$ cat config.mk
export PLATFORM = sky130hd
export DESIGN_NAME = console_uart_tx
export DESIGN_NICKNAME = d
export VERILOG_FILES = /design/src/rtl/console_uart_tx.sv
export SDC_FILE = /design/constraint.sdc
export NUM_CORES = 1
export LEC_CHECK = 0
export BUFFER_PORTS_ARGS = -buffer_cell sky130_fd_sc_hd__buf_4
export CORE_ASPECT_RATIO = 0.8
export CORE_MARGIN = 4
export CORE_UTILIZATION = 45
export DETAILED_ROUTE_END_ITERATION = 10
export GPL_TIMING_DRIVEN = 0
export HOLD_SLACK_MARGIN = 0.03
export MAX_ROUTING_LAYER = met4
export PLACE_DENSITY = 0.75
export SYNTH_ARGS = -nofsm -noshare
export SYNTH_HDL_FRONTEND = slang
export SYNTH_SLANG_ARGS = --single-unit
$ cat constraint.sdc
create_clock -name clk_i -period 3.3 [get_ports clk_i]
set_clock_uncertainty 0.2 [all_clocks]
set_input_delay 0.66 -clock clk_i [delete_from_list [all_inputs] [get_ports clk_i]]
set_output_delay 0.66 -clock clk_i [all_outputs]
set_load 0.005 [all_outputs]
$ cat src/rtl/console_uart_tx.sv
// Memory-mapped console transmitter: bus-writable TX FIFO feeding an 8N1 serialiser.
// Read data is registered to match the interconnect's one-cycle response path.
module console_uart_tx #(
   parameter int DataWidth    = 32,
   parameter int AddressWidth = 32,
   parameter int FifoDepth    = 8,
   parameter int ClkDiv       = 868
) (
   input  logic                    clk_i,
   input  logic                    rst_i,
   input  logic                    req_i,
   input  logic [AddressWidth-1:0] addr_i,
   input  logic                    we_i,
   input  logic [DataWidth-1:0]    wdata_i,
   output logic [DataWidth-1:0]    rdata_o,
   output logic                    tx_o,
   output logic                    irq_o
);

   localparam int CW = $clog2(FifoDepth + 1);
   localparam int PW = $clog2(FifoDepth);
   localparam int BW = $clog2(ClkDiv);

   localparam logic [1:0] REG_TXDATA = 2'd0;
   localparam logic [1:0] REG_STATUS = 2'd1;
   localparam logic [1:0] REG_CTRL   = 2'd2;

   typedef enum logic [1:0] {S_IDLE, S_START, S_DATA, S_STOP} state_t;

   state_t                 r_state;
   logic [BW-1:0]          r_bcnt;
   logic [2:0]             r_idx;
   logic [7:0]             r_shift;
   logic                   r_tx;

   logic [7:0]             r_mem [FifoDepth];
   logic [PW-1:0]          r_wptr;
   logic [PW-1:0]          r_rptr;
   logic [CW-1:0]          r_count;
   logic                   r_ovf;
   logic                   r_irq_en;
   logic                   r_irq;
   logic [DataWidth-1:0]   r_rdata;

   logic [1:0]             w_sel;
   logic                   w_wr;
   logic                   w_rd;
   logic                   w_pop;
   logic                   w_push_req;
   logic                   w_push;
   logic                   w_ovf_set;
   logic                   w_ovf_clr;
   logic                   w_bit_end;
   logic                   w_idle_nxt;
   logic                   w_irq_en_nxt;
   logic [CW-1:0]          w_count_nxt;
   logic [DataWidth-1:0]   w_status;
   logic [DataWidth-1:0]   w_rdata_nxt;
   logic                   w_unused_bits;

   assign w_sel      = addr_i[3:2];
   assign w_wr       = req_i & we_i;
   assign w_rd       = req_i & ~we_i;
   assign w_bit_end  = (r_bcnt == BW'(ClkDiv - 1));

   // The serialiser drains the FIFO only from IDLE; a simultaneous pop frees
   // a slot, so a write to a full FIFO in that cycle is still accepted.
   assign w_pop      = (r_state == S_IDLE) && (r_count != '0);
   assign w_push_req = w_wr && (w_sel == REG_TXDATA);
   assign w_push     = w_push_req && ((r_count < CW'(FifoDepth)) || w_pop);
   assign w_ovf_set  = w_push_req && !w_push;
   assign w_ovf_clr  = w_wr && (w_sel == REG_STATUS) && wdata_i[3];

   assign w_count_nxt  = r_count + CW'(w_push) - CW'(w_pop);
   assign w_irq_en_nxt = (w_wr && (w_sel == REG_CTRL)) ? wdata_i[0] : r_irq_en;
   assign w_idle_nxt   = ((r_state == S_IDLE) && !w_pop) ||
                         ((r_state == S_STOP) && w_bit_end);

   assign w_unused_bits = ^{addr_i[AddressWidth-1:4], addr_i[1:0], wdata_i[DataWidth-1:8]};

   always_comb begin
      w_status              = '0;
      w_status[8 +: CW]     = r_count;
      w_status[3]           = r_ovf;
      w_status[2]           = (r_count == '0);
      w_status[1]           = (r_count == CW'(FifoDepth));
      w_status[0]           = (r_state != S_IDLE);
   end

   always_comb begin
      w_rdata_nxt = '0;
      if (w_rd) begin
         case (w_sel)
            REG_STATUS: w_rdata_nxt = w_status;
            REG_CTRL:   w_rdata_nxt[0] = r_irq_en;
            default:    w_rdata_nxt = '0;
         endcase
      end
   end

   always_ff @(posedge clk_i) begin
      if (w_push) r_mem[r_wptr] <= wdata_i[7:0];
   end

   always_ff @(posedge clk_i) begin
      if (rst_i) begin
         r_wptr   <= '0;
         r_rptr   <= '0;
         r_count  <= '0;
         r_ovf    <= 1'b0;
         r_irq_en <= 1'b0;
         r_irq    <= 1'b0;
         r_rdata  <= '0;
      end else begin
         if (w_push) r_wptr <= r_wptr + PW'(1);
         if (w_pop)  r_rptr <= r_rptr + PW'(1);
         r_count  <= w_count_nxt;
         if (w_ovf_set)      r_ovf <= 1'b1;
         else if (w_ovf_clr) r_ovf <= 1'b0;
         r_irq_en <= w_irq_en_nxt;
         r_irq    <= (w_count_nxt == '0) && w_idle_nxt && w_irq_en_nxt;
         r_rdata  <= w_rdata_nxt;
      end
   end

   always_ff @(posedge clk_i) begin
      if (rst_i) begin
         r_state <= S_IDLE;
         r_bcnt  <= '0;
         r_idx   <= '0;
         r_shift <= '0;
         r_tx    <= 1'b1;
      end else begin
         case (r_state)
            S_IDLE: begin
               r_tx <= 1'b1;
               if (w_pop) begin
                  r_shift <= r_mem[r_rptr];
                  r_bcnt  <= '0;
                  r_state <= S_START;
                  r_tx    <= 1'b0;
               end
            end
            S_START: begin
               if (w_bit_end) begin
                  r_bcnt  <= '0;
                  r_idx   <= '0;
                  r_state <= S_DATA;
                  r_tx    <= r_shift[0];
               end else begin
                  r_bcnt  <= r_bcnt + BW'(1);
               end
            end
            S_DATA: begin
               if (w_bit_end) begin
                  r_bcnt <= '0;
                  if (r_idx == 3'd7) begin
                     r_state <= S_STOP;
                     r_tx    <= 1'b1;
                  end else begin
                     r_idx   <= r_idx + 3'd1;
                     r_shift <= r_shift >> 1;
                     r_tx    <= r_shift[1];
                  end
               end else begin
                  r_bcnt <= r_bcnt + BW'(1);
               end
            end
            S_STOP: begin
               if (w_bit_end) begin
                  r_bcnt  <= '0;
                  r_state <= S_IDLE;
               end else begin
                  r_bcnt  <= r_bcnt + BW'(1);
               end
            end
            default: r_state <= S_IDLE;
         endcase
      end
   end

   assign rdata_o = r_rdata;
   assign tx_o    = r_tx;
   assign irq_o   = r_irq;

endmodule

Word level (Yosys, flattened, before mapping)
Memories as Yosys holds them, arrays and structs flattened. A register that Yosys moved wholly into a read port is not among the register bits.
Index checks and enable logic that the tools add are counted.
{"block": "word_totals", "memories": 1, "elab_cells": 102, "inputBits": 68, "mem_bits_rw": 64, "regBits": 69, "out_inout_bits": 34}
{"block": "classes", "n_lt_le_gt_ge": 1, "n_mux": 30, "eq_ne": 14, "addsub": 6, "reduce_logical": 32, "n_bitwise": 5}
{"memory": "r_mem", "depth": 8, "word_bits": 8, "rd": 1, "rd_ports_with_merged_regs": 1, "write_ports": 1, "line_no": "36", "rtl": "logic [7:0] r_mem [FifoDepth];"}
{"op": "$mux W8", "n": 3}
{"op": "$mux W10", "n": 2}
{"op": "$pmux W10 S2", "n": 1}
{"op": "$pmux W8 S2", "n": 1}
{"op": "$mux W3", "n": 5}
{"op": "$ne A2 B2 Y1 const B", "n": 6}
{"op": "$logic_and A1 B1 Y1", "n": 11}
{"op": "$add A10 B1 Y10 const B", "n": 1}
{"op": "$eq A10 B10 Y1 const B", "n": 1}
{"op": "$mux W2", "n": 5}
{"op": "$add A3 B1 Y3 const B", "n": 3}
{"op": "$mux W1", "n": 9}
{"op": "$logic_not A4 Y1", "n": 2}
{"op": "$pmux W2 S4", "n": 1}
{"op": "$reduce_and A4 Y1", "n": 2}
{"op": "$reduce_bool A2 Y1", "n": 4}
{"op": "$eq A2 B2 Y1 const B", "n": 3}
{"op": "$pmux W3 S2", "n": 1}
{"op": "$reduce_or A3 Y1", "n": 2}
{"op": "$reduce_and A5 Y1", "n": 1}
{"op": "$add A4 B1 Y4", "n": 1}
{"op": "$eq A2 B1 Y1 const B", "n": 2}
{"op": "$eq A4 B4 Y1 const B", "n": 1}
{"op": "$logic_not A2 Y1", "n": 2}
{"op": "other kinds (13)", "n": 18}

Logic depth before layout (Yosys ltp)
{"block": "depth", "depth_word": 9, "depth_mapped": 14, "mapped_depth_nobuf": 13}

Worst setup path before layout
OpenSTA, ideal clock, no wires.
{"block": "synth_timing", "path_type": "reg2reg", "start": "register r_state[0]", "end": "register r_irq, in the netlist irq_o", "path_stages_with_launch": 15, "synth_period_minus_slack_ns": 2.995, "required_ns": 3.009, "slack_ns": 0.305, "t_arrival_ns": 2.703, "path_buffers": 1, "setup_time_ns": 0.091, "cell_sequence": "dfxtp_1 > inv_1 > ha_1 > nor4bb_1 > buf_2 > o21ai_0 > nand2_1 > ha_1 > inv_1 > ha_1 > inv_1 > fa_1 > xor2_1 > nand3b_1 > nor4bb_1"}
{"block": "synth_between", "elab_chain_len": 9, "word_cells_on_any_way": 14, "classes_between": "add/sub (2); eq/ne (1); reduce/logical (11)"}
{"item": "start: declaration", "line_no": "30", "rtl": "state_t r_state;"}
{"item": "start signal: assignment", "line_no": "128", "rtl": "r_state <= S_IDLE;"}
{"item": "start signal: assignment", "line_no": "140", "rtl": "r_state <= S_START;"}
{"item": "start signal: assignment", "line_no": "148", "rtl": "r_state <= S_DATA;"}
{"item": "$logic_not A2 Y1", "line_no": "68, 76"}
{"item": "$logic_and A1 B1 Y1", "line_no": "68", "rtl": "assign w_pop = (r_state == S_IDLE) && (r_count != '0);"}
{"item": "$logic_or A1 B1 Y1", "line_no": "70", "rtl": "assign w_push = w_push_req && ((r_count < CW'(FifoDepth)) || w_pop);"}
{"item": "$logic_and A1 B1 Y1", "line_no": "70"}
{"item": "$add A4 B1 Y4", "line_no": "74", "rtl": "assign w_count_nxt = r_count + CW'(w_push) - CW'(w_pop);"}
{"item": "$sub A4 B1 Y4", "line_no": "74"}
{"item": "$logic_not A4 Y1", "line_no": "121", "rtl": "r_irq <= (w_count_nxt == '0) && w_idle_nxt && w_irq_en_nxt;"}
{"item": "$logic_and A1 B1 Y1 * (2 in a row)", "line_no": "121"}
{"item": "end signal: assignment", "line_no": "121"}
{"item": "end: declaration", "line_no": "42", "rtl": "logic r_irq;"}
Every way passes the cells marked *; elsewhere a longest branch is shown, timed or not.
A chain may end at the register's enable or synchronous reset.

Final worst setup path
{"block": "layout_timing", "start": "register r_state[1]", "end": "register r_irq, in the netlist irq_o"}
Same word-level chain as after synthesis.

==> impl_metrics.json <==
{
  "numClockSinks": 112,
  "nFillCells": 845,
  "ant_nets": 0,
  "viasPerCell": 5.38,
  "setup_viol": 0,
  "use_met3_pct": 2.79,
  "path_delay_family": "adder cells",
  "cts_tree": "built",
  "place_area_um2": 5390,
  "synth_cell_types": 54,
  "synth_top_area_share_pct": 39.0,
  "synthCells": 381,
  "leakage_nw": 2.19,
  "design.die.area_um2": 12700,
  "ir_drop_mv": 0.432,
  "instances_no_fill": 588,
  "worstSkewPairLatency_ps": 350,
  "ctsHtreeMaxLevel": 3,
  "cts_buffers": 9,
  "clockBufferDepth": 2,
  "root_buffer": "clkbuf_16",
  "crit_chain": "inv_1 > ha_2 > buf_6 > inv_1 > o21ai_4 > nand2_2 > ha_1 > inv_1 > ha_1 > inv_1 > fa_1 > xor2_1 > nand3b_1 > nor4bb_2",
  "hold_viol_final": 0,
  "antenna_found_initial": 0,
  "crit_type": "flop to flop",
  "synthArstFlopShare_pct": 0,
  "ios": 102,
  "status": "finished, final reports clean",
  "antenna_cells": 0,
  "grt_pass1_vias": 3008,
  "max_stage_delay_ps": 370,
  "grt-ovfl-total": 0,
  "vias": 3165,
  "maxCapViolCount": 0,
  "slew_violations": 0,
  "fin_crit_sh_pct": 94.7,
  "cp_num_buf_inv": 5,
  "grtUsageMet2_pct": 25.6,
  "path_clk_slew_ps": 70,
  "drcViolationCount": 0,
  "crit_path_end_kind": "flop",
  "ys_seq_area_share_pct": 58.4,
  "worst_pin_slew_ps": 831,
  "grt_usage_pct": 15.9,
  "critPathRequiredTime_ps": 3360,
  "wl_mm": 9.69,
  "syn_area_per_cell_um2": 12.9,
  "core-area_um2": 10500,
  "grt_setup_unrepaired": "false",
  "dp_hpwl_mm": 6.83,
  "synth.top_cells.by_area": "edfxtp_1 39%, dfxtp_1 19%, mux4_2 7.3%, ha_1 4.8%, buf_4 3.8%",
  "synth-edff-count": 64,
  "synth.largest_area_cell": "edfxtp_1",
  "grtUsageMet1_pct": 20.1,
  "timing.hold.ws_ps": 256,
  "wl_per_cell_um": 16.5,
  "slew-limit-headroom_pct": 44.4,
  "start_util_pct": 47.0,
  "arrival_ps": 3180,
  "powerDensity_nw_per_um2": 733,
  "drt_iter0_drc": 262,
  "area_growth_pct": 17.1,
  "die_w_um": 125,
  "firstDrtPassIters": 5,
  "layout-drive-gt1-share_pct": 25.2,
  "utilization_pct": 55.1,
  "rows": 33,
  "fin_area_um2": 5780,
  "grt_max_degree": 20,
  "grt_pass1_wl_mm": 15.5,
  "worst_path_max_delay_cell": "fa_1",
  "fmax_mhz": 320,
  "io_buffers": 22,
  "grt.busiest_layer": "met2",
  "crit_top_cell": "inv_1",
  "synth_flop_cell": "edfxtp_1",
  "die_y_um": 102,
  "synth_area_um2": 4930,
  "routabilityCongestion": 0.863,
  "placedCellCount": 569,
  "power_w": 0.00423,
  "critical_path.max_fanout": 10,
  "period_minus_slack_ps": 3120,
  "ys_ff_latch": 112,
  "cp-start-kind": "flop",
  "finalNetCount": 531,
  "hp-class": "flop to flop",
  "synth_warnings": 0
}
==> per-stage QoR <==
step	setup TNS, ps	worst slack [ps]
after global routing	0	8.08
after detailed placement	-184	-184
after global placement	-5040	-471
final	0	175
after floorplan	0	305
after CTS	0	9.45
==> cells in the final DEF, fill, tap and decap left out, types with 3 or more instances in the layout <==
cell type / n
ha_1: 17
inv_1: 20
xor2_1: 4
o22ai_1: 7
edfxtp_1: 64
nand2_1: 11
mux4_2: 16
a22oi_1: 4
nor2_1: 18
and2_1: 6
nand2b_1: 4
dfxtp_1: 47
clkbuf_16: 9
o21ai_0: 10
a21oi_1: 22
nand4_1: 6
a22o_1: 7
nor2b_1: 3
mux2i_1: 3
and3_1: 8
buf_4: 53
buf_6: 4
clkbuf_1: 6
conb_1: 24
nand3_1: 12
a31oi_1: 5
nor3_1: 5
buf_2: 3
==> area by class of cell <==
type	count	area [um2]	share of cell area (%)
multi-input cells	233	1850	32.1
clock buffers	10	229	3.96
inverters	22	82.6	1.43
clock inverters	6	77.6	1.34
plain buffers	37	267	4.61
flip-flops and latches	112	2880	49.9
well taps	140	175	3.03
repair buffers	28	210	3.64
==> worst paths after layout <==
path | from | end | slack (ps) | depth (start not counted)
max | r_state[1]$_SDFFE_PP0P_ | irq_o$_SDFF_PP0_ | 180 | 14
min | r_count[2]$_SDFF_PP0_ | rdata_o[10]$_SDFF_PP0_ | 260 | 1
max reg2reg | r_state[1]$_SDFFE_PP0P_ | irq_o$_SDFF_PP0_ | 180 | 14
min reg2reg | r_count[2]$_SDFF_PP0_ | rdata_o[10]$_SDFF_PP0_ | 260 | 1
==> flip-flops by register name (all words and copies together), names as in the netlist, named ones only <==
name / count
r_mem: 64
r_state: 2
r_bcnt: 10
irq_o: 1
r_shift: 8
r_wptr: 3
r_ovf: 1
r_idx: 3
r_count: 4
rdata_o: 8
r_rptr: 3
tx_o: 1
r_irq_en: 1
==> repair_timing <==
item	CTS	global route
gates resized for setup	4	11
pin swaps	0	1
gates cloned	0	0
buffers inserted	0	3
endpoints found under the setup margin	9	1
hold buffers	0	0
==> cell usage after synthesis (all sizes together) (2+ instances only) <==
library cell  count
a21o              2
a21oi            23
a22o              7
a22oi             4
a31oi             5
and2              6
and2b             2
and3              8
buf              32
clkbuf            5
dfxtp            48
edfxtp           64
ha               19
inv              22
mux2i             3
mux4             16
nand2            13
nand2b            4
nand3            12
nand3b            2
nand4             6
nor2             18
nor2b             3
nor3              7
nor4              2
nor4bb            3
o21ai            12
o22ai             7
o311ai            2
or2               2
or3               2
or3b              2
xnor2             2
xor2              4
==> power by group <==
group | internal [W] | total [W] | switching [W]
clock network | 0.000603 | 0.00111 | 0.000504
logic | 0.000662 | 0.00142 | 0.000754
registers | 0.00161 | 0.00171 | 0.000104
total | 0.00287 | 0.00423 | 0.00136
==> metal layers <==
metal  share of wire [%]  up-vias
li1                    -     1495
met4                 2.0        0
met1                  43     1529
met2                  49      121
met3                 6.1       20
met5                   0        -
==> kinds of logic (layout without fill, tap and decap cells) <==
kind of cell	after synthesis	after routing	synth area share (%)
other	1	24	0.0760
AND/OR/NAND/NOR	97	97	11.3
multiplexers	20	20	8.14
buffers and inverters	59	103	6.95
XOR/XNOR	6	6	1.07
adder cells (fa/ha/maj)	20	20	5.23
AO/OA/AOI/OAI	66	66	8.83
flip-flops	112	112	58.4
No activity file was read; power rests on OpenSTA's default activity.
